File: config.mk
export PLATFORM = sky130hd
export DESIGN_NAME = reg_hazard_scoreboard
export DESIGN_NICKNAME = d
export VERILOG_FILES = /design/src/rtl/reg_hazard_scoreboard.sv
export SDC_FILE = /design/constraint.sdc
export NUM_CORES = 1
export LEC_CHECK = 0
export ABC_AREA = 1
export CORE_MARGIN = 10
export CORE_UTILIZATION = 40
export DETAILED_ROUTE_END_ITERATION = 8
export HOLD_SLACK_MARGIN = 0.02
export SYNTH_ARGS = -nofsm -noshare
export SYNTH_HDL_FRONTEND = slang
export SYNTH_SLANG_ARGS = --single-unit
File: constraint.sdc
create_clock -name clk -period 7.2 [get_ports clk]
set_input_delay 2.16 -clock clk [delete_from_list [all_inputs] [get_ports clk]]
set_output_delay 2.16 -clock clk [all_outputs]
set_load 0.02 [all_outputs]
File: src/rtl/reg_hazard_scoreboard.sv
// Load-use hazard scoreboard: counts in-flight loads per register and stalls decode on RAW/WAW/capacity conflicts.
// Optional stall_cycles performance counter is built only when REG_HAZARD_PERF_EN is defined.
module reg_hazard_scoreboard #(
  parameter int MAX_PER_REG = 3,
  parameter int MAX_LOADS   = 4
) (
  input  logic        clk,
  input  logic        rst,
  input  logic        dec_valid,
  input  logic [15:0] dec_src_addr,
  input  logic [3:0]  dec_src_use,
  input  logic [3:0]  dec_dst_addr,
  input  logic        dec_dst_is_load,
  output logic        dec_ready,
  input  logic        ld_done_valid,
  input  logic [3:0]  ld_done_addr,
  output logic        sb_err
`ifdef REG_HAZARD_PERF_EN
  ,
  output logic [31:0] stall_cycles
`endif
);

  localparam int PW = $clog2(MAX_PER_REG + 1);
  localparam int TW = $clog2(MAX_LOADS + 1);
  localparam logic [PW-1:0] PEND_MAX  = PW'(MAX_PER_REG);
  localparam logic [PW-1:0] PEND_ONE  = PW'(1);
  localparam logic [TW-1:0] TOTAL_MAX = TW'(MAX_LOADS);
  localparam logic [TW-1:0] TOTAL_ONE = TW'(1);

  // Entry 0 exists only to keep indexing simple; it is never incremented.
  logic [15:0][PW-1:0] pend_q, pend_d;
  logic [TW-1:0]       total_q, total_d;
  logic                sb_err_q, sb_err_d;

  logic [15:0] busy;
  logic [15:0] inc_v;
  logic [15:0] dec_v;
  logic [PW-1:0] done_cnt, dst_cnt;
  logic done_hit, done_err;
  logic raw_haz, waw_haz, cap_haz;
  logic issue, ld_inc;

  assign done_cnt = pend_q[ld_done_addr];
  assign dst_cnt  = pend_q[dec_dst_addr];
  assign done_hit = ld_done_valid && (ld_done_addr != 4'd0) && (done_cnt != '0);
  assign done_err = ld_done_valid && (ld_done_addr != 4'd0) && (done_cnt == '0);

  // A register whose last pending load writes back now is covered by the MEM forward path.
  generate
    for (genvar gi = 0; gi < 16; gi++) begin : g_busy
      assign busy[gi] = (gi != 0) && (pend_q[gi] != '0) &&
                        !(ld_done_valid && (ld_done_addr == 4'(gi)) && (pend_q[gi] == PEND_ONE));
    end
  endgenerate

  always_comb begin
    raw_haz = 1'b0;
    for (int i = 0; i < 4; i++) begin
      if (dec_src_use[i] && busy[dec_src_addr[4*i +: 4]]) raw_haz = 1'b1;
    end
  end

  assign waw_haz = (dec_dst_addr != 4'd0) && !dec_dst_is_load && busy[dec_dst_addr];
  assign cap_haz = dec_dst_is_load && (dec_dst_addr != 4'd0) &&
                   (((dst_cnt == PEND_MAX) && !(done_hit && (ld_done_addr == dec_dst_addr))) ||
                    ((total_q == TOTAL_MAX) && !done_hit));

  assign dec_ready = !rst && !(raw_haz || waw_haz || cap_haz);
  assign issue     = dec_valid && dec_ready;
  assign ld_inc    = issue && dec_dst_is_load && (dec_dst_addr != 4'd0);

  generate
    for (genvar gi = 0; gi < 16; gi++) begin : g_pend
      assign inc_v[gi]  = ld_inc && (dec_dst_addr == 4'(gi));
      assign dec_v[gi]  = done_hit && (ld_done_addr == 4'(gi));
      assign pend_d[gi] = (inc_v[gi] && !dec_v[gi] && (pend_q[gi] != PEND_MAX)) ? pend_q[gi] + PEND_ONE :
                          (dec_v[gi] && !inc_v[gi])                             ? pend_q[gi] - PEND_ONE :
                                                                                  pend_q[gi];
    end
  endgenerate

  assign total_d  = (ld_inc && !done_hit && (total_q != TOTAL_MAX)) ? total_q + TOTAL_ONE :
                    (done_hit && !ld_inc)                           ? total_q - TOTAL_ONE :
                                                                      total_q;
  assign sb_err_d = sb_err_q || done_err;

  always_ff @(posedge clk) begin
    if (rst) begin
      pend_q   <= '0;
      total_q  <= '0;
      sb_err_q <= 1'b0;
    end else begin
      pend_q   <= pend_d;
      total_q  <= total_d;
      sb_err_q <= sb_err_d;
    end
  end

  assign sb_err = sb_err_q;

`ifdef REG_HAZARD_PERF_EN
  logic [31:0] stall_q, stall_d;

  assign stall_d = (dec_valid && !dec_ready) ? stall_q + 32'd1 : stall_q;

  always_ff @(posedge clk) begin
    if (rst) stall_q <= 32'd0;
    else     stall_q <= stall_d;
  end

  assign stall_cycles = stall_q;
`endif

endmodule

==> metrics <==
area delta synth->final 16.00%; max incr delay on CP 0.56 ns; WL per Instance around 16 um; final worst-path cycle share ~93%; CP Class input pin to output port; Post-DP Area approximately 0.0056 sq mm; crit-path cells clkdlybuf4s50_1, nor2_1, nand3b_1, nand3_1, nand3_1, nand2_1, nand3_1, nand3_1, nand2_1, inv_1, nand2_1, nor2_2, dlymetal6s2s_1; instance count on the critical path 13; Final Power roughly 0.58 mW; GRT met2 Usage between 30% and 40%; DR pass1 iterations 5; clock root cell clkbuf_16; die area approximately 0.017 sq mm; Die Ht ~130 um; Leak around 3 nW; Seq/Total Area, Yosys roughly 14%; worst skew pair latency 0.29 ns; Synth Register Bits 36; CTS Hold Buffers Added 0; post-route insts no fill between 1k and 1.5k; met3 usage between 3 and 4%; maximum clock rate approximately 0.15 GHz; pwr/cell area about 100 mW/mm^2; critical path peak fanout 6; Worst R2R Path Depth 16; Syn Inst Count 904; I/O Buffers 34; yosys warns 0; Syn Area/Cell between 5 and 6 sq um; Post-Route WL around 18000 um; die width roughly 130 um; Final GP Congestion a little over 1; Critical Path Source ld_done_addr[3]; CP most frequent cell nand3_1; count of cell types in the netlist 31; Seq pwr share 35.3%; CTS Buf Count 5; setup TNS 0 ns; Synth Cell Area between 0.004 and 0.005 sq mm; Sw Ratio roughly a third; Final Hold Fails 0; Startpoint Class input pin; crit path time final ~6.7 ns; combinational share of power around a quarter; fraction of layout cells with a size suffix above 1 roughly 6.9%; initial antenna violation count 0; busiest grt layer met2; status complete, no violations; P_int between 0.3 and 0.4 mW; Max Cap Violations 0; worst-margin pin slew approximately 0.63 ns; fillcell total 1375; floorplan core area ~0.012 sq mm; CP bufs+invs 3; clk slew on worst S/H paths roughly 0.060 ns; Critical Path End Type output port; Req. time, crit path between 5 and 6 ns; FP Rows 40; first-pass GRT wire length around 29000 um; post-route ant nets 0; Layout Utilization 47.64%; Clock Power Share 39.9%; fin area 0.005771 sq mm; FF-to-FF setup slack between 3 and 4 ns; vias 5926; Slew headroom approximately 58%; Starting Density roughly two fifths; Sw Pwr 0.1881 mW; CP top delay family simple AND/OR/NAND/NOR gates; r2r startpoint pend_q[24]; global-route usage over all layers approximately a fifth; grt ovf 0; Detailed Place HPWL roughly 14000 um; DRC violations left 0; Final Max Tran Viols 0; skew final 0.004248 ns; # clock sinks 36; CTS tree built; io pins 35; Hold Path Class flip-flop to flip-flop; crit path DAT roughly 4.5 ns; Vias/cell between 5 and 6; total setup buffers inserted after CTS 0; Cells after DPL between 1k and 1.5k; largest net degree at the start of global routing 24; final setup violation count 0; htree depth 2; VDD IR max just over 0.0001 V; RSZ-0062 raised after global routing false; final net count slightly above 1k; CP max stage cell clkdlybuf4s50_1; CP endpoint dec_ready; initial drt markers between 500 and 600; vias in the first global route 5652; GR Util met1 a little over a quarter; post-synth net total just under 1k; # diodes 0; reg2reg end pend_q[9]; Max Buffers Root-to-Sink 2
synth_stat cells:
library cell / count / share of area [%]
buf_6: 4 / 0.91
nand3_2: 1 / 0.20
nor2_4: 6 / 1.4
o21bai_1: 5 / 0.75
fa_1: 1 / 0.40
or2_1: 3 / 0.38
nand4_1: 19 / 2.4
and2_1: 1 / 0.13
buf_2: 6 / 0.60
nand4_2: 6 / 1.5
inv_2: 1 / 0.075
clkinv_1: 1 / 0.075
nor2b_1: 1 / 0.13
ha_1: 45 / 11
clkbuf_1: 10 / 0.75
xnor2_1: 4 / 0.70
nand3b_1: 4 / 0.60
nand2b_1: 1 / 0.13
o21ai_1: 1 / 0.10
o21ai_0: 13 / 1.3
nand3_1: 173 / 17
or2_2: 7 / 0.88
clkbuf_2: 1 / 0.10
nor3_1: 2 / 0.20
nor2_1: 86 / 6.5
nand2_1: 262 / 20
inv_1: 154 / 12
nand2_2: 3 / 0.38
a21oi_1: 42 / 4.2
nor2_2: 5 / 0.63
dfxtp_1: 36 / 14
worst min path at each step:
| stage | cells past startpoint | slack (ns) | startpoint | to |
|---|---|---|---|---|
| 2_1_floorplan | 2 | 0.41 | pend_q[0] | pend_q[0] |
| 3_3_place_gp | 2 | 0.43 | pend_q[0] | pend_q[0] |
| 3_5_place_dp | 2 | 0.43 | pend_q[1] | pend_q[1] |
| 4_1_cts | 2 | 0.45 | pend_q[1] | pend_q[1] |
| 5_1_grt | 2 | 0.48 | pend_q[0] | pend_q[0] |
| 6_report | 2 | 0.45 | pend_q[1] | pend_q[1] |
area by class of cell:
| type | instances | area (sq um) | share of cell area (%) |
|---|---|---|---|
| clock inverters | 1 | 7.507 | 0.1301 |
| well taps | 168 | 210.2 | 3.643 |
| repair buffers | 57 | 533.0 | 9.237 |
| clock buffers | 7 | 142.6 | 2.472 |
| inverters | 156 | 585.6 | 10.15 |
| multi-input cells | 691 | 3571 | 61.88 |
| flip-flops and latches | 36 | 720.7 | 12.49 |
cell usage in the layout, fill, tap and decap left out, drive strengths merged, types with 2 or more instances in the layout:
cell           Yosys  layout
o21ai             14      14
clkbuf            11       7
ha                45      45
nand4             25      25
nor2              97      97
dfxtp             36      36
or2               10      10
nor3               2       2
nand3            174     174
clkdlybuf4s50      0      31
nand2            265     265
buf               10      23
a21oi             42      42
xnor2              4       4
inv              155     155
dlymetal6s2s       0       3
nand3b             4       4
o21bai             5       5
repair_timing:
| action | CTS | global route |
|---|---|---|
| gates resized for setup | 0 | 8 |
| setup endpoints to repair | 0 | 1 |
| hold endpoints to repair | 0 | 0 |
state kept, by name, indices dropped and copies added, names as in the netlist:
signal   count
total_q      3
sb_err       1
pend_q      32
power groups by stage:
| stage | clock, mW | sequential [mW] | combinational (mW) |
|---|---|---|---|
| final | 0.230 | 0.204 | 0.143 |
| after floorplan | 0 | 0.208 | 0.0739 |
| after global placement | 0 | 0.208 | 0.140 |
| after detailed placement | 0 | 0.208 | 0.138 |
| after CTS | 0.237 | 0.203 | 0.139 |
| after global routing | 0.245 | 0.204 | 0.153 |
worst register-to-register path: stages (launching register included):
cell and delay [ns]:
dfxtp_1 0.45, ha_1 0.19, nand2_1 0.04, nand3b_1 0.31, nand3_1 0.15, nand3_1 0.08, nand3_1 0.07, nand3_1 0.07
nand3_1 0.07, nand2_1 0.12, nor2_2 0.54, nand3_2 0.45, buf_4 0.36, o21bai_1 0.25, nand2_1 0.08, nor2_1 0.09
nor2_1 0.05
per-layer routing:
layer  vias to the layer above  wire (um)  share of wire [%]
li1                       2940          -                  -
met1                      2668       8118                 46
met2                       273       7652                 43
met3                        45       1356                7.7
met4                         0        498                2.8
met5                         -          0                  0
cell families (layout without fill, tap and decap cells):
kind of cell / count (synthesis) / in the layout / share of synthesized area (%)
AOI/OAI and AO/OA: 61 / 61 / 6.388
xor gates and xnor gates: 4 / 4 / 0.7042
adders and majority gates: 46 / 46 / 11.72
buffers and inverters: 177 / 221 / 14.13
DFF: 36 / 36 / 14.49
and+or+nand+nor: 580 / 580 / 52.57
metrics by stage:
| stage | hold slack [ns] | worst slack [ns] |
|---|---|---|
| 3_3_place_gp | 0.4268 | 0.08495 |
| 4_1_cts | 0.4450 | 0.04231 |
| 6_report | 0.4508 | 0.5330 |
| 5_1_grt | 0.4808 | 0.3392 |
| 3_5_place_dp | 0.4344 | 0.06745 |
| 2_1_floorplan | 0.4126 | 1.486 |
No activity file was read; power rests on OpenSTA's default activity.
